`config.mk`:
```
export PLATFORM = sky130hd
export DESIGN_NAME = pillar_collide_flat
export DESIGN_NICKNAME = d
export VERILOG_FILES = /design/src/rtl/pillar_collide_pkg.sv /design/src/rtl/pillar_collide_if.sv /design/src/rtl/pillar_collide_bcd_counter3.sv /design/src/rtl/pillar_collide.sv /design/src/flat_wrapper.sv
export SDC_FILE = /design/constraint.sdc
export NUM_CORES = 1
export LEC_CHECK = 0
export ABC_AREA = 1
export CAP_MARGIN = 10
export CORE_MARGIN = 5
export CORE_UTILIZATION = 55
export DETAILED_ROUTE_END_ITERATION = 12
export PLACE_DENSITY_LB_ADDON = 0.05
export RECOVER_POWER = 50
export SLEW_MARGIN = 5
export SYNTH_ARGS = -nofsm -noshare
export SYNTH_HDL_FRONTEND = slang
export SYNTH_SLANG_ARGS = --single-unit
```
`constraint.sdc`:
```
create_clock -name clk -period 7.09 [get_ports clk]
set_clock_uncertainty 0.15 [all_clocks]
set_input_delay 0.709 -clock clk [delete_from_list [all_inputs] [get_ports clk]]
set_output_delay 0.709 -clock clk [all_outputs]
set_load 0.05 [all_outputs]
```
`src/rtl/pillar_collide_pkg.sv`:
```
// Shared types and default geometry for the pillar scroll / collision / score block.
// State encoding, screen and ground constants, and the BCD digit helpers used by the score counter.
package pillar_collide_pkg;

  typedef enum logic [1:0] {
    ST_READY = 2'd0,
    ST_PLAY  = 2'd1,
    ST_DYING = 2'd2,
    ST_OVER  = 2'd3
  } state_t;

  localparam int SCREEN_W_DEF  = 640;
  localparam int BIRD_X_DEF    = 160;
  localparam int BIRD_W_DEF    = 16;
  localparam int PIPE_W_DEF    = 48;
  localparam int GAP_HALF_DEF  = 60;
  localparam int SCROLL_DEF    = 2;
  localparam int DIE_TICKS_DEF = 60;
  localparam int GROUND_Y      = 0;

  typedef logic [3:0] bcd_digit_t;

  localparam logic [11:0] BCD_MAX = 12'h999;

  // Ripple a +1 through three BCD digits, ones first.
  function automatic logic [11:0] bcd_next(input logic [11:0] v);
    logic [11:0] r;
    logic        carry;
    bcd_digit_t  d;
    r     = v;
    carry = 1'b1;
    for (int i = 0; i < 3; i++) begin
      d = r[i*4 +: 4];
      if (carry) begin
        if (d == 4'd9) begin
          r[i*4 +: 4] = 4'd0;
        end else begin
          r[i*4 +: 4] = d + 4'd1;
          carry       = 1'b0;
        end
      end
    end
    return r;
  endfunction

endpackage

```
`src/rtl/pillar_collide_if.sv`:
```
// Bundle between the physics/render side (master) and pillar_collide (slave).
// HISCORE_EN adds the hiscore_bcd return signal.
interface pillar_collide_if;
  // Inputs are levels except tick, a one-cycle strobe; outputs are registered pulses/levels.
  logic        tick;
  logic        flap;
  logic [8:0]  bird_y;
  logic [8:0]  p1;
  logic [8:0]  p2;
  logic [9:0]  px_a;
  logic [9:0]  px_b;
  logic [1:0]  state;
  logic        freeze;
  logic        hit;
  logic        score_inc;
  logic [11:0] score_bcd;
`ifdef HISCORE_EN
  logic [11:0] hiscore_bcd;

  modport master (
    output tick, flap, bird_y, p1, p2,
    input  px_a, px_b, state, freeze, hit, score_inc, score_bcd, hiscore_bcd
  );
  modport slave (
    input  tick, flap, bird_y, p1, p2,
    output px_a, px_b, state, freeze, hit, score_inc, score_bcd, hiscore_bcd
  );
`else
  modport master (
    output tick, flap, bird_y, p1, p2,
    input  px_a, px_b, state, freeze, hit, score_inc, score_bcd
  );
  modport slave (
    input  tick, flap, bird_y, p1, p2,
    output px_a, px_b, state, freeze, hit, score_inc, score_bcd
  );
`endif
endinterface

```
`src/rtl/pillar_collide_bcd_counter3.sv`:
```
// Three-digit BCD score counter: synchronous clear, +1 on inc, saturates at 999.
// inc_done pulses one cycle only when the value actually changed.
module bcd_counter3
  import pillar_collide_pkg::*;
(
  input  logic        clk,
  input  logic        rst_n,
  input  logic        clr,
  input  logic        inc,
  output logic [11:0] value,
  output logic        inc_done
);

  always_ff @(posedge clk) begin
    if (!rst_n) begin
      value    <= 12'h000;
      inc_done <= 1'b0;
    end else begin
      inc_done <= 1'b0;
      if (clr) begin
        value <= 12'h000;
      end else if (inc && (value != BCD_MAX)) begin
        value    <= bcd_next(value);
        inc_done <= 1'b1;
      end
    end
  end

endmodule

```
`src/rtl/pillar_collide.sv`:
```
// Pillar scroller, bird collision detector, round FSM and BCD score for the flappy game.
// Define HISCORE_EN to add a high-score register latched on entry to OVER.
module pillar_collide
  import pillar_collide_pkg::*;
#(
  parameter int SCREEN_W  = SCREEN_W_DEF,
  parameter int BIRD_X    = BIRD_X_DEF,
  parameter int BIRD_W    = BIRD_W_DEF,
  parameter int PIPE_W    = PIPE_W_DEF,
  parameter int GAP_HALF  = GAP_HALF_DEF,
  parameter int SCROLL    = SCROLL_DEF,
  parameter int DIE_TICKS = DIE_TICKS_DEF
) (
  input  logic            clk,
  input  logic            rst_n,
  pillar_collide_if.slave bus
);

  localparam logic [9:0] SCREEN_X = 10'(SCREEN_W);
  localparam logic [9:0] START_B  = 10'(SCREEN_W / 2);
  localparam logic [9:0] SCROLL_X = 10'(SCROLL);

  localparam logic signed [10:0] BIRD_X_S   = 11'(BIRD_X);
  localparam logic signed [10:0] BIRD_W_S   = 11'(BIRD_W);
  localparam logic signed [10:0] PIPE_W_S   = 11'(PIPE_W);
  localparam logic signed [10:0] GAP_HALF_S = 11'(GAP_HALF);
  localparam logic signed [10:0] GROUND_S   = 11'(GROUND_Y);

  localparam int              DIE_W    = (DIE_TICKS > 1) ? $clog2(DIE_TICKS) : 1;
  localparam logic [DIE_W-1:0] DIE_LAST = DIE_W'(DIE_TICKS - 1);

  state_t           st;
  logic             flap_q;
  logic [9:0]       px_a_r;
  logic [9:0]       px_b_r;
  logic             passed_a;
  logic             passed_b;
  logic [DIE_W-1:0] die_cnt;
  logic             hit_r;

  logic             flap_rise;
  logic [9:0]       nx_a;
  logic [9:0]       nx_b;
  logic             wrap_a;
  logic             wrap_b;
  logic signed [10:0] y_s;
  logic signed [10:0] gap_a;
  logic signed [10:0] gap_b;
  logic             hit_a;
  logic             hit_b;
  logic             hit_ground;
  logic             any_hit;
  logic             pass_a;
  logic             pass_b;
  logic             play_tick;
  logic             score_req;
  logic             score_clr;
  logic [11:0]      score;
  logic             score_done;

  // Overlap and opening test against one pillar, all in 11-bit signed space.
  function automatic logic pipe_hit(input logic signed [10:0] x,
                                    input logic signed [10:0] y,
                                    input logic signed [10:0] gap);
    logic ovl;
    ovl = (x < BIRD_X_S + BIRD_W_S) && (x + PIPE_W_S > BIRD_X_S);
    return ovl && ((y < gap - GAP_HALF_S) || (y + BIRD_W_S > gap + GAP_HALF_S));
  endfunction

  function automatic logic pipe_behind(input logic signed [10:0] x);
    return (x + PIPE_W_S <= BIRD_X_S);
  endfunction

  always_comb begin
    flap_rise  = bus.flap & ~flap_q;
    wrap_a     = (px_a_r < SCROLL_X);
    wrap_b     = (px_b_r < SCROLL_X);
    nx_a       = wrap_a ? SCREEN_X : (px_a_r - SCROLL_X);
    nx_b       = wrap_b ? SCREEN_X : (px_b_r - SCROLL_X);
    y_s        = {{2{bus.bird_y[8]}}, bus.bird_y};
    gap_a      = {2'b00, bus.p1};
    gap_b      = {2'b00, bus.p2};
    hit_a      = pipe_hit({1'b0, nx_a}, y_s, gap_a);
    hit_b      = pipe_hit({1'b0, nx_b}, y_s, gap_b);
    hit_ground = (y_s <= GROUND_S);
    any_hit    = hit_a | hit_b | hit_ground;
    pass_a     = pipe_behind({1'b0, nx_a}) && !passed_a;
    pass_b     = pipe_behind({1'b0, nx_b}) && !passed_b;
    play_tick  = (st == ST_PLAY) && bus.tick;
    // A collision on the same tick as a pass cancels the point.
    score_req  = play_tick && (pass_a || pass_b) && !any_hit;
    score_clr  = (st == ST_OVER) && flap_rise;
  end

  bcd_counter3 u_score (
    .clk      (clk),
    .rst_n    (rst_n),
    .clr      (score_clr),
    .inc      (score_req),
    .value    (score),
    .inc_done (score_done)
  );

`ifdef HISCORE_EN
  logic [11:0] hiscore;
`endif

  always_ff @(posedge clk) begin
    if (!rst_n) begin
      st       <= ST_READY;
      flap_q   <= 1'b0;
      px_a_r   <= SCREEN_X;
      px_b_r   <= START_B;
      passed_a <= 1'b0;
      passed_b <= 1'b0;
      die_cnt  <= '0;
      hit_r    <= 1'b0;
`ifdef HISCORE_EN
      hiscore  <= 12'h000;
`endif
    end else begin
      flap_q <= bus.flap;
      hit_r  <= 1'b0;
      case (st)
        ST_READY: begin
          if (flap_rise) st <= ST_PLAY;
        end
        ST_PLAY: begin
          if (bus.tick) begin
            px_a_r <= nx_a;
            px_b_r <= nx_b;
            if (wrap_a)                 passed_a <= 1'b0;
            else if (pass_a && !any_hit) passed_a <= 1'b1;
            if (wrap_b)                 passed_b <= 1'b0;
            else if (pass_b && !any_hit) passed_b <= 1'b1;
            if (any_hit) begin
              hit_r   <= 1'b1;
              st      <= ST_DYING;
              die_cnt <= '0;
            end
          end
        end
        ST_DYING: begin
          if (bus.tick) begin
            if (die_cnt == DIE_LAST) begin
              st <= ST_OVER;
`ifdef HISCORE_EN
              if (score > hiscore) hiscore <= score;
`endif
            end else begin
              die_cnt <= die_cnt + 1'b1;
            end
          end
        end
        ST_OVER: begin
          // Rising edge (not level) so a button held through DYING cannot skip OVER.
          if (flap_rise) begin
            st       <= ST_READY;
            px_a_r   <= SCREEN_X;
            px_b_r   <= START_B;
            passed_a <= 1'b0;
            passed_b <= 1'b0;
          end
        end
        default: st <= ST_READY;
      endcase
    end
  end

  assign bus.px_a      = px_a_r;
  assign bus.px_b      = px_b_r;
  assign bus.state     = st;
  assign bus.freeze    = (st != ST_PLAY);
  assign bus.hit       = hit_r;
  assign bus.score_inc = score_done;
  assign bus.score_bcd = score;
`ifdef HISCORE_EN
  assign bus.hiscore_bcd = hiscore;
`endif

endmodule

```
`src/flat_wrapper.sv`:
```
// flat-port wrapper written by rule: the top's interface ports become plain ports
module pillar_collide_flat import pillar_collide_pkg::*;
#(
  parameter int SCREEN_W  = SCREEN_W_DEF,
  parameter int BIRD_X    = BIRD_X_DEF,
  parameter int BIRD_W    = BIRD_W_DEF,
  parameter int PIPE_W    = PIPE_W_DEF,
  parameter int GAP_HALF  = GAP_HALF_DEF,
  parameter int SCROLL    = SCROLL_DEF,
  parameter int DIE_TICKS = DIE_TICKS_DEF
)
  (clk, rst_n, bus_tick, bus_flap, bus_bird_y, bus_p1, bus_p2, bus_px_a, bus_px_b, bus_state, bus_freeze, bus_hit, bus_score_inc, bus_score_bcd);
  pillar_collide_if bus_i ();
  input  logic clk;
  input  logic rst_n;
  input wire logic [$bits(bus_i.tick)-1:0] bus_tick;
  input wire logic [$bits(bus_i.flap)-1:0] bus_flap;
  input wire logic [$bits(bus_i.bird_y)-1:0] bus_bird_y;
  input wire logic [$bits(bus_i.p1)-1:0] bus_p1;
  input wire logic [$bits(bus_i.p2)-1:0] bus_p2;
  output wire logic [$bits(bus_i.px_a)-1:0] bus_px_a;
  output wire logic [$bits(bus_i.px_b)-1:0] bus_px_b;
  output wire logic [$bits(bus_i.state)-1:0] bus_state;
  output wire logic [$bits(bus_i.freeze)-1:0] bus_freeze;
  output wire logic [$bits(bus_i.hit)-1:0] bus_hit;
  output wire logic [$bits(bus_i.score_inc)-1:0] bus_score_inc;
  output wire logic [$bits(bus_i.score_bcd)-1:0] bus_score_bcd;
  assign bus_i.tick = bus_tick;
  assign bus_i.flap = bus_flap;
  assign bus_i.bird_y = bus_bird_y;
  assign bus_i.p1 = bus_p1;
  assign bus_i.p2 = bus_p2;
  assign bus_px_a = bus_i.px_a;
  assign bus_px_b = bus_i.px_b;
  assign bus_state = bus_i.state;
  assign bus_freeze = bus_i.freeze;
  assign bus_hit = bus_i.hit;
  assign bus_score_inc = bus_i.score_inc;
  assign bus_score_bcd = bus_i.score_bcd;
  pillar_collide #(.SCREEN_W(SCREEN_W), .BIRD_X(BIRD_X), .BIRD_W(BIRD_W), .PIPE_W(PIPE_W), .GAP_HALF(GAP_HALF), .SCROLL(SCROLL), .DIE_TICKS(DIE_TICKS)) u_core (.clk(clk), .rst_n(rst_n), .bus(bus_i));
endmodule
```
Word level (Yosys, flattened, before mapping)
Cells that the tools add are included.
- bits in registers: 45
- input bits: 31
- add/sub/neg operators: 13
- $lt $le $gt $ge: 13
- eq/ne operators: 18
- mux-type cells: 43
- bitwise operators: 5
- reduce and logical (&&, ||, !) cells: 31
- operators by type and width (operator ; number):
    10-bit 2-to-1 mux ; 6
    10-bit one-hot mux with 2 select lines ; 2
    9-bit by 6-bit adder with 10-bit output, second input constant ; 3
    6-bit 2-to-1 mux ; 4
    10-bit by 6-bit adder with 11-bit output, second input constant ; 2
    11-bit > comparator ; 2
    11-bit by 9-bit > comparator with 1-bit output, second input constant ; 2
    11-bit by 9-bit <= comparator with 1-bit output, second input constant ; 2
    10-bit by 2-bit < comparator with 1-bit output, second input constant ; 2
    10-bit by 8-bit < comparator with 1-bit output, second input constant ; 2
    9-bit by 10-bit < comparator with 1-bit output ; 2
    10-bit by 2-bit subtractor with 10-bit output, second input constant ; 2
    9-bit by 6-bit subtractor with 10-bit output, second input constant ; 2
    1-bit 2-to-1 mux ; 18
    1-bit logical AND ; 13
    4-bit by 1-bit adder with 4-bit output, second input constant ; 3
    4-bit == test, second input constant ; 3
    2-bit 2-to-1 mux ; 6
    4-bit 2-to-1 mux ; 3
    12-bit != test, second input constant ; 1
    6-bit one-hot mux with 2 select lines ; 1
    2-bit by 1-bit != test with 1-bit output, second input constant ; 5
    9-bit by 1-bit <= comparator with 1-bit output, second input constant ; 1
    2-bit one-hot mux with 4 select lines ; 1
    other kinds (20) ; 35

Longest topological paths before layout
Gate-level depths: netlist of run 1.
- word-level depth: 19
- gate-level depth with buffers: 24

Hierarchy
From an unflattened synthesis of run 1, not the netlist that was laid out.
- cell total of the unflattened synthesis: 716
- area total of the unflattened synthesis: 4702.0 sq um
- by module, submodules not included (module ; instances ; cells each ; area an instance (sq um) ; seq. area each (sq um)):
    pillar_collide ; 1 ; 596 ; 3867.5 ; 640.6
    bcd_counter3 ; 1 ; 120 ; 834.6 ; 260.2

Worst setup path after synthesis of run 1
Ideal clock, no wire load.
- path kind: input to register
- from: input port bus_p1[2]
- to: register u_core.u_score.value[9]
- library setup time: 157 ps
- data arrival time: 2747 ps
- data required time: 6783 ps
- path slack: 4036 ps
- cell stages on the path: 17
- path buffers: 0
- cell sequence: inv_1 > ha_1 > nand2_1 > nand3_1 > xor2_1 > ha_1 > a21o_1 > a211oi_1 > o211ai_1 > nand3_1 > nand2_1 > nand3_2 > nand2_2 > nor2_8 > nand4_2 > nand2_1 > a21oi_1
- longest elaborated chain between the ends: 10
- elaborated cells between the ends (all ways): 12
- classes of those cells: add/sub (2); order compare (2); bitwise (2); reduce/logical (6)
- ends and longest elaborated chain (what ; line ; RTL):
    start, declared ; flat_wrapper.sv:19 ; input wire logic [$bits(bus_i.p1)-1:0] bus_p1;
    9-bit by 6-bit adder with 10-bit output / 9-bit by 6-bit subtractor with 10-bit output (equally long branches) ; pillar_collide.sv:67 ; return ovl && ((y < gap - GAP_HALF_S) || (y + BIRD_W_S > gap + GAP_HALF_S));
    11-bit > comparator / 9-bit by 10-bit < comparator with 1-bit output (equally long branches) ; pillar_collide.sv:67 ;
    1-bit logical OR (*) ; pillar_collide.sv:67 ;
    1-bit logical AND (*) ; pillar_collide.sv:67 ;
    1-bit OR (*) (2 in a row) ; pillar_collide.sv:86 ; any_hit = hit_a | hit_b | hit_ground;
    1-bit logical NOT (*) ; pillar_collide.sv:91 ; score_req = play_tick && (pass_a || pass_b) && !any_hit;
    1-bit logical AND (*) ; pillar_collide.sv:91 ;
    1-bit logical AND (*) ; pillar_collide_bcd_counter3.sv:22 ; end else if (inc && (value != BCD_MAX)) begin
    2-bit AND reduction (no line) (*) ; - ;
    end signal, assigned ; pillar_collide_bcd_counter3.sv:23 ; value <= bcd_next(value);
    end, declared ; pillar_collide_bcd_counter3.sv:10 ; output logic [11:0] value,
Every way passes the cells marked *; elsewhere a longest branch is shown, timed or not.
A chain may end at the register's enable or synchronous reset.

Final worst setup path of run 1
- from: input port bus_p1[4]
- to: register u_core.st[0], in the netlist u_core.bus.state[0]
- longest elaborated chain between the ends: 8
- elaborated cells between the ends (all ways): 10
- classes of those cells: add/sub (2); order compare (2); eq/ne (1); bitwise (2); reduce/logical (3)
- ends and longest elaborated chain (what ; line ; RTL):
    9-bit by 6-bit adder with 10-bit output / 9-bit by 6-bit subtractor with 10-bit output (equally long branches) ; pillar_collide.sv:67 ;
    11-bit > comparator / 9-bit by 10-bit < comparator with 1-bit output (equally long branches) ; pillar_collide.sv:67 ;
    1-bit logical OR (*) ; pillar_collide.sv:67 ;
    1-bit logical AND (*) ; pillar_collide.sv:67 ;
    1-bit OR (*) (2 in a row) ; pillar_collide.sv:86 ;
    2-bit by 1-bit != test with 1-bit output (no line) (*) ; - ;
    6-bit AND reduction (no line) (*) ; - ;
    end signal, assigned ; pillar_collide.sv:110 ; st <= ST_READY;
    end signal, assigned ; pillar_collide.sv:126 ; if (flap_rise) st <= ST_PLAY;
    end signal, assigned ; pillar_collide.sv:138 ; st <= ST_DYING;
    end, declared ; pillar_collide.sv:32 ; state_t st;
Marked as above.

==> flow_summary.json, run 1 <==
{
  "status": "completed",
  "power_density_nw_per_um2": 263,
  "rsz0062_at_grt": "false",
  "drt_wl_total_um": 11000,
  "critPathBufInv": 3,
  "path_common_cell": "nand2_1",
  "initial_core_util_pct": 56.0,
  "required_ns": 7.19,
  "path_clk_slew_ns": 0.10,
  "cp-startpoint": "bus_p1[4]",
  "fp.dieH_um": 101,
  "route.detailed.drc": 0,
  "ff2ff_path_depth": 19,
  "syn_nets": 771,
  "path_cells": "clkdlybuf4s50_1 -> inv_1 -> nor3_1 -> a21oi_1 -> xor2_1 -> ha_1 -> nand2_1 -> nor3_1 -> nand3_1 -> nand3_1 -> nand2_1 -> nand2_1 -> nand2_1 -> nand3_2 -> nand2_2 -> nor2_8 -> nand2_4 -> nand2_4 -> inv_2 -> nand2_1 -> nand2_1 -> nor2_1",
  "gp_congestion": 0.845,
  "synth-async-reset-ratio_pct": 0,
  "synth.top_cell.area_share_pct": 19.8,
  "max_freq_mhz": 271,
  "ys_seq_area_share_pct": 19.8,
  "drt-initial-drc-count": 176,
  "setup-tns-final_ns": 0,
  "grt_pass1_vias": 4351,
  "ys.flop_type": "dfxtp_1",
  "max-vdd-ir-drop_mv": 0.101,
  "grt_use_total_pct": 22.5,
  "finalHoldViolCount": 0,
  "synth_area_leaders": "dfxtp_1 (20%), ha_1 (15%), nand2_1 (13%)",
  "htree_levels": 2,
  "period_needed_ns": 3.69,
  "core_area_um2": 8130,
  "r2r_end": "u_core.die_cnt[2]$_SDFFE_PN0P_",
  "area_growth_pct": 18.7,
  "hold_class": "flip-flop to flip-flop",
  "synth_edf_count": 0,
  "clk_latency_ns": 0.31,
  "critPathTopFamily": "simple AND/OR/NAND/NOR gates",
  "critPathKind": "input pin to flip-flop",
  "r2r_start": "u_core.bus.px_b[1]$_SDFFE_PN0P_",
  "cts_buffer_depth": 2,
  "critPathLaunchType": "input pin",
  "max_stage_delay_ns": 0.57,
  "holdCritStartpoint": "u_core.die_cnt[5]$_SDFFE_PN0P_",
  "drv_slew": 0,
  "synth_top_cell_by_area": "dfxtp_1",
  "grt_pass1_wl_um": 19200,
  "syn_area_per_cell_um2": 6.65,
  "crit_path_max_fanout": 8,
  "nFillCells": 731,
  "tritoncts": "built",
  "ys_types": 43,
  "min_path_cells": 2,
  "diodes": 0,
  "cts_sinks": 45,
  "crit_arrival_ns": 3.80,
  "ioPinCount": 68,
  "power_leakage_nw": 2.49,
  "grt_overflow_total": 0,
  "whs_ns": 0.318,
  "relSlewSlack_pct": 33.1,
  "drive_gt1_share_pct": 7.56,
  "dr_total_vias": 4570,
  "final_nets": 839,
  "cts.repair.resized": 0,
  "antenna_left": 0,
  "period_share_pct": 52.1,
  "crit_path_top_delay_cell": "clkdlybuf4s50_1",
  "io_buffers": 67,
  "finalSetupViolCount": 0,
  "drv_cap": 0,
  "rows": 33,
  "holdPathEnd": "u_core.die_cnt[5]$_SDFFE_PN0P_",
  "synth_common_cells": "nand2_1 (154), inv_1 (88), nor2_1 (72)",
  "post-place-ws_ns": 3.06,
  "synth_warnings": 0,
  "via_per_inst": 5.32,
  "cts_setup_buffers": 0,
  "tightestPinTransition_ns": 1.00,
  "worst-r2r-setup-slack_ns": 4.12,
  "firstDrtPassIters": 5,
  "grt_max_degree": 23,
  "final.setup.worst_slack_ns": 3.40,
  "die_w_um": 101,
  "wire_per_inst_um": 12.8,
  "dp_hpwl_um": 8850,
  "cts_made_buffers": 5,
  "synthMostInstantiatedCell": "nand2_1",
  "grt_antenna_before_repair": 0,
  "synth-seq-cells": 45,
  "root_buffer": "clkbuf_8",
  "final_util_pct": 66.5,
  "hold_buffers": 0,
  "crit_cells": 22,
  "cp-end-kind": "flip-flop",
  "synth_area_um2": 4560,
  "syn_inst": 685,
  "dieArea_um2": 10200
}
per-layer routing:
layer | up-vias | global-route usage, % | wire length [um]
met1 | 2070 | 29.1 | 5100
met5 | - | 0 | 0
met3 | 10 | 3.60 | 515
met2 | 95 | 38.9 | 5260
li1 | 2395 | - | -
met4 | 0 | 5.93 | 119
final cells by class:
cell class,count,area (um^2),area share (%)
Multi-Input combinational cell,540,3260,60.3
Timing Repair Buffer,68,676,12.5
Inverter,93,349,6.45
Clock buffer,5,68.8,1.27
Clock inverter,3,21.3,0.393
Sequential cell,45,901,16.7
Tap cell,105,131,2.43
flip-flops by register name (all words and copies together) (netlist names):
register	flops
u_core.bus.hit	1
u_core.bus.px_a	10
u_core.bus.px_b	10
u_core.bus.state	2
u_core.die_cnt	6
u_core.flap_q	1
u_core.passed_a	1
u_core.passed_b	1
u_core.u_score.inc_done	1
u_core.u_score.value	12
how the worst max path moves through the flow:
stage	to
CTS	u_core.bus.state[0]$_SDFFE_PN0P_
floorplan	u_core.u_score.value[9]$_SDFFE_PP0P_
global route	u_core.die_cnt[4]$_SDFFE_PN0P_
finish	u_core.bus.state[0]$_SDFFE_PN0P_
global placement	u_core.u_score.value[10]$_SDFFE_PP0P_
detailed placement	u_core.u_score.value[9]$_SDFFE_PP0P_
layout by cell type, fill, tap and decap left out, drive strengths merged, types with 2 or more instances in the layout:
cell             n
a211oi           2
a21oi           55
a31oi            2
clkbuf           5
clkdlybuf4s50   36
clkinv           2
dfxtp           45
dlygate4sd3     31
ha              55
inv             93
nand2          169
nand3           56
nand3b           6
nand4           20
nor2            86
nor3            11
nor4             2
o211ai           2
o21ai           25
o21bai           2
o22ai            3
o31ai            2
xnor2           11
xor2            24
through the flow:
step,total power (W),cells,instance area [um^2]
after floorplan,0.00104,685,4560
after global placement,0.00123,850,5310
after detailed placement,0.00126,850,5310
after CTS,0.00143,858,5400
after global routing,0.00156,859,5410
final,0.00142,859,5410
power breakdown:
part / internal (W) / switching, W
sequential: 0.000284 / 0.0000449
clock: 0.0000702 / 0.000103
combinational: 0.000319 / 0.000602
worst min-delay path, stage by stage (launching register included):
cell and delay (ns):
dfxtp_1 0.32, nand2_1 0.06, a21oi_1 0.05
logic make-up (layout without fill, tap and decap cells):
logic type	count (synthesis)	count (layout)	share of synthesized area, %
compound gates	98	98	12.0
xor+xnor	35	35	6.73
fa+ha+maj	55	55	15.1
buf+inv	100	169	8.65
flops	45	45	19.8
simple gates	352	352	37.7
Note: power is estimated with default switching activity, not from simulation.
==> run 2: changes to the inputs <==
--- a/config.mk
+++ b/config.mk
@@ -8,7 +8,7 @@
 export ABC_AREA = 1
 export CAP_MARGIN = 10
 export CORE_MARGIN = 5
-export CORE_UTILIZATION = 55
+export CORE_UTILIZATION = 50
 export DETAILED_ROUTE_END_ITERATION = 12
 export PLACE_DENSITY_LB_ADDON = 0.05
 export RECOVER_POWER = 50
==> constraint.sdc (replaced) <==
create_clock -name clk -period 3.1 [get_ports clk]
set_clock_uncertainty 0.15 [all_clocks]
set_input_delay 0.31 -clock clk [delete_from_list [all_inputs] [get_ports clk]]
set_output_delay 0.31 -clock clk [all_outputs]
set_load 0.05 [all_outputs]
==> run 2 against run 1 <==
Against the previous run:
- clock power rose to 2.7 times the previous value
- power grew 140%
- die area rose by 9.0%
- core utilization up 1.1 points
- cell area grew 10%
- sequential share of layout area down 1.5 points
- non-clock buffer count up 37
- critical path depth is 6 lower
- clock-buffer cell count grew 1
- routed wire length increased by 8.5%
- critical path type unchanged
- largest power group unchanged
==> flow_summary.json, run 2 (synthesis gave the netlist of run 1 again) <==
{
  "status": "completed",
  "grtUsageMet3_pct": 2.81,
  "power_density_nw_per_um2": 585,
  "regMostFlops": "u_core.u_score.value",
  "cts_sinks": 45,
  "final_cell_mix": "nand2_1 (151), inv_1 (82), nor2_1 (71)",
  "use_met2_pct": 36.3,
  "clk_latency_ns": 0.30,
  "route.detailed.drc": 0,
  "grt_overflow_total": 0,
  "finalSetupViolCount": 0,
  "grt_most_used_layer": "met2",
  "grt_max_degree": 23,
  "tritoncts": "built",
  "cts_buffer_depth": 2,
  "antenna_left": 0,
  "via_per_inst": 5.31,
  "ioPinCount": 68,
  "critPathBufInv": 3,
  "drt-initial-drc-count": 177,
  "grt_use_total_pct": 20.5,
  "drv_cap": 0,
  "wire_per_inst_um": 13.3,
  "multiInputGateArea_um2": 3470,
  "dieArea_um2": 11100,
  "power_leakage_nw": 2.81,
  "cp-end-kind": "flip-flop",
  "period_needed_ns": 2.91,
  "period_share_pct": 94.0,
  "crit_path_top_delay_cell": "clkdlybuf4s50_1",
  "max_stage_delay_ns": 0.57,
  "nFillCells": 787,
  "die_w_um": 105,
  "dr_total_vias": 4775,
  "grt_pass1_wl_um": 19400,
  "fp.dieH_um": 105,
  "final_common_cell": "nand2_1",
  "finalHoldViolCount": 0,
  "grt_pass1_vias": 4404,
  "drv_slew": 0,
  "pwr-share-comb_pct": 65.2,
  "largest_reg_flops": 12,
  "final_nets": 876,
  "cts_made_buffers": 5,
  "critPathKind": "input pin to flip-flop",
  "seqPwrFrac_pct": 21.5,
  "crit_arrival_ns": 2.98,
  "io_buffers": 67,
  "critPathLaunchType": "input pin",
  "globalRouteMet1Util_pct": 25.9,
  "intPower_w": 0.00170,
  "max_freq_mhz": 343,
  "max-vdd-ir-drop_mv": 0.301,
  "grt_antenna_before_repair": 0,
  "initial_core_util_pct": 51.7,
  "gp_congestion": 0.885,
  "drive_gt1_share_pct": 15.9,
  "htree_levels": 2,
  "area_growth_pct": 30.5,
  "hold_buffers": 0,
  "final_util_pct": 67.5,
  "root_buffer": "clkbuf_8",
  "critPathTopFamily": "simple AND/OR/NAND/NOR gates",
  "p_sw_share_pct": 51.2,
  "crit_path_max_fanout": 8,
  "final-seq-area_um2": 903,
  "p_sw_w": 0.00178,
  "setup-tns-final_ns": 0,
  "cts_setup_buffers": 0,
  "tightestPinTransition_ns": 1.32,
  "core_area_um2": 8810,
  "path_clk_slew_ns": 0.10,
  "path_cells": "clkdlybuf4s50_1 -> buf_4 -> o21ai_1 -> nor2_1 -> nand2_1 -> ha_1 -> nand4_1 -> o31ai_4 -> inv_1 -> nand2_1 -> nand2_2 -> nand3_2 -> nand3_4 -> nor2_4 -> nand4_1 -> a21oi_2",
  "dp_hpwl_um": 9490,
  "diodes": 0,
  "clkPwrFrac_pct": 13.3,
  "required_ns": 3.17,
  "hold_class": "flip-flop to flip-flop",
  "drt_wl_total_um": 11900,
  "firstDrtPassIters": 5,
  "rows": 34,
  "relSlewSlack_pct": 10.8
}
## run 2: cell count changes in the layout (fill, tap and decap cells not counted), sizes merged, moves of 2 or more
cell,previous run,this run
clkbuf,5,7
dlygate4sd3,31,28
dlymetal6s2s,0,10
clkdlybuf4s50,36,29
buf,1,37
## run 2: routing by layer
metal  up-vias  wire [um]
met5         -          0
met4         0        206
met3        19        600
met2       128       5850
met1      2157       5270
li1       2471          -
## run 2: final cells by class
| type | instances | share of cell area, % |
|---|---|---|
| repair buffers | 105 | 16.5 |
| multi-input cells | 540 | 58.3 |
| clock inverters | 2 | 0.652 |
| inverters | 93 | 5.91 |
| well taps | 108 | 2.27 |
| flip-flops and latches | 45 | 15.2 |
| clock buffers | 6 | 1.22 |
## run 2: path summary, 6_finish.rpt
check                             startpoint                              endpoint  slack [ns]  cells past startpoint
max                                bus_p2[5]  u_core.u_score.value[7]$_SDFFE_PP0P_        0.19                     16
min           u_core.die_cnt[5]$_SDFFE_PN0P_        u_core.die_cnt[5]$_SDFFE_PN0P_        0.33                      2
max reg2reg  u_core.bus.px_a[4]$_SDFFE_PN0P_        u_core.die_cnt[3]$_SDFFE_PN0P_        0.22                     17
min reg2reg   u_core.die_cnt[5]$_SDFFE_PN0P_        u_core.die_cnt[5]$_SDFFE_PN0P_        0.33                      2
## run 2: worst min-delay path: stages, from the launching register on
cell and delay [ns]:
dfxtp_1 0.33, nand2_1 0.06, a21oi_1 0.05
## run 2: power groups by stage
stage                     Clock (W)  Sequential [W]  Combinational (W)
after CTS                  0.000477        0.000747            0.00220
after detailed placement          0        0.000760            0.00219
after floorplan                   0        0.000946            0.00143
after global routing       0.000498        0.000760            0.00254
after global placement            0        0.000755            0.00214
final                      0.000464        0.000748            0.00227
## run 2: metrics by stage
| stage | area (um^2) | hold WS [ns] | total power [W] | setup WS [ns] | cells |
|---|---|---|---|---|---|
| 6_report | 5950 | 0.326 | 0.00348 | 0.187 | 899 |
| 4_1_cts | 5730 | 0.324 | 0.00343 | 0.000333 | 899 |
| 5_1_grt | 5950 | 0.346 | 0.00379 | -0.0447 | 899 |
| 3_5_place_dp | 5600 | 0.309 | 0.00295 | -0.390 | 891 |
| 3_3_place_gp | 5600 | 0.300 | 0.00289 | -0.280 | 891 |
| 2_1_floorplan | 4560 | 0.253 | 0.00237 | 0.0824 | 685 |
## run 2: timing repair
| item | in CTS | in global routing |
|---|---|---|
| setup endpoints to repair | 14 | 23 |
| resized for setup | 5 | 58 |
| pin swaps | 1 | 31 |
==> run 3: changes to the inputs <==
--- a/config.mk
+++ b/config.mk
@@ -8,7 +8,8 @@
 export ABC_AREA = 1
 export CAP_MARGIN = 10
 export CORE_MARGIN = 5
-export CORE_UTILIZATION = 50
+export CORE_UTILIZATION = 52
+export CTS_BUF_LIST = sky130_fd_sc_hd__clkbuf_8
 export DETAILED_ROUTE_END_ITERATION = 12
 export PLACE_DENSITY_LB_ADDON = 0.05
 export RECOVER_POWER = 50
==> run 3 against run 2 <==
Against the previous run:
- clock-buffer cell count fell by 1
- highest routed layer unchanged
- register-to-register slack got worse by 0.02 ns
- critical path depth rose by 3
- largest cell class unchanged
- combinational power barely moved
- global-route usage rose by 1.2 points
==> flow_summary.json, run 3 (synthesis gave the netlist of run 1 again) <==
{
  "io_buffers": 67,
  "final-seq-area_um2": 901,
  "crit_path_max_fanout": 8,
  "max-vdd-ir-drop_mv": 0.272,
  "core_area_um2": 8640,
  "final_nets": 879,
  "grt_antenna_before_repair": 0,
  "ioPinCount": 68,
  "drt_wl_total_um": 12100,
  "grt_pass1_wl_um": 20300,
  "grt_overflow_total": 0,
  "whs_ns": 0.325,
  "dp_hpwl_um": 9600,
  "status": "completed",
  "firstDrtPassIters": 4,
  "grt_pass1_vias": 4516,
  "cp-end-kind": "flip-flop",
  "multiInputGateArea_um2": 3450,
  "power_density_nw_per_um2": 575,
  "hold_class": "flip-flop to flip-flop",
  "period_share_pct": 94.2,
  "finalHoldViolCount": 0,
  "fp.dieH_um": 104,
  "finalSetupViolCount": 0,
  "largest_reg_flops": 12,
  "cts_made_buffers": 5,
  "period_needed_ns": 2.92,
  "tightestPinTransition_ns": 1.17,
  "power_leakage_nw": 2.83,
  "drv_cap": 0,
  "gp_congestion": 0.875,
  "final_util_pct": 68.7,
  "required_ns": 3.21,
  "grt_use_total_pct": 21.7,
  "drive_gt1_share_pct": 16.8,
  "antenna_left": 0,
  "drv_slew": 0,
  "dieArea_um2": 10700,
  "die_w_um": 104,
  "final_common_cell": "nand2_1",
  "cts_buffer_depth": 2,
  "rows": 34,
  "tritoncts": "built",
  "clk_latency_ns": 0.31,
  "route.detailed.drc": 0,
  "grt_max_degree": 23,
  "critPathLaunchType": "input pin",
  "cts_sinks": 45,
  "wire_per_inst_um": 13.4,
  "final_cell_mix": "nand2_1 (149), inv_1 (81), nor2_1 (68)",
  "hold_buffers": 0,
  "root_buffer": "clkbuf_8",
  "dp.cells": 893,
  "drt-initial-drc-count": 219,
  "dr_total_vias": 4764,
  "diodes": 0,
  "crit_arrival_ns": 3.03,
  "htree_levels": 2,
  "nFillCells": 779,
  "path_clk_slew_ns": 0.10,
  "relSlewSlack_pct": 21.2,
  "area_growth_pct": 30.2,
  "critPathKind": "input pin to flip-flop",
  "max_freq_mhz": 342,
  "regMostFlops": "u_core.u_score.value",
  "via_per_inst": 5.28,
  "final_cells": 902,
  "initial_core_util_pct": 52.8
}
==> run 3: power breakdown <==
part | leakage [nW] | switching [W] | internal [W]
Combinational | 2.41 | 0.00145 | 0.000794
Sequential | 0.365 | 0.0000965 | 0.000650
Clock | 0.0511 | 0.000248 | 0.000171
Total | 2.83 | 0.00180 | 0.00161
==> run 3: timing repair <==
| item | in CTS | in global routing |
|---|---|---|
| setup buffers | 0 | 1 |
| gates resized for setup | 10 | 53 |
| pin swaps | 1 | 26 |
| endpoints found under the hold margin | 0 | 0 |
| endpoints found under the setup margin | 21 | 23 |
==> run 3: worst paths after layout <==
kind	to	depth (start not counted)	slack, ns	start
setup / recovery	u_core.bus.state[0]$_SDFFE_PN0P_	19	0.18	bus_p1[6]
hold / removal	u_core.bus.px_b[0]$_SDFFE_PN0P_	2	0.33	u_core.bus.px_b[0]$_SDFFE_PN0P_
setup reg to reg	u_core.die_cnt[5]$_SDFFE_PN0P_	19	0.20	u_core.bus.px_b[2]$_SDFFE_PN0P_
hold reg to reg	u_core.bus.px_b[0]$_SDFFE_PN0P_	2	0.33	u_core.bus.px_b[0]$_SDFFE_PN0P_
==> run 3: cell type report <==
type                    count  share of cell area, %
repair buffers            108                   16.8
clock inverters             3                  0.485
flip-flops and latches     45                   15.2
inverters                  93                   5.92
clock buffers               5                   1.16
multi-input cells         540                   58.1
well taps                 108                   2.28
==> run 3: metal layers <==
layer | track usage [%] | wire length (um) | vias up
met5 | 0 | 0 | -
met4 | 5.62 | 176 | 0
met3 | 4.17 | 471 | 19
met2 | 37.3 | 5890 | 97
met1 | 27.6 | 5540 | 2183
li1 | - | - | 2465
==> run 3: through the flow <==
stage	cell area [um^2]	setup slack, ns	TNS, ns	total power (W)
after floorplan	4560	0.0824	0	0.00237
after global placement	5620	-0.351	-7.14	0.00288
after detailed placement	5620	-0.461	-9.68	0.00293
after CTS	5740	0.00354	0	0.00337
after global routing	5930	-0.00441	-0.00820	0.00371
final	5930	0.179	0	0.00341
==> run 3: critical path, stage by stage <==
cell and delay, ns:
clkdlybuf4s50_1 0.55, buf_4 0.13, nand3_1 0.08, xor2_1 0.17, ha_1 0.32, a21o_1 0.20
a211oi_2 0.18, o211ai_1 0.11, nand3_1 0.09, nand2_1 0.06, nand3_2 0.09, nand2_4 0.08
nor2_8 0.23, nand2_8 0.10, nand2_4 0.08, inv_2 0.04, nand2_1 0.05, nand2_1 0.05
nor2_1 0.11
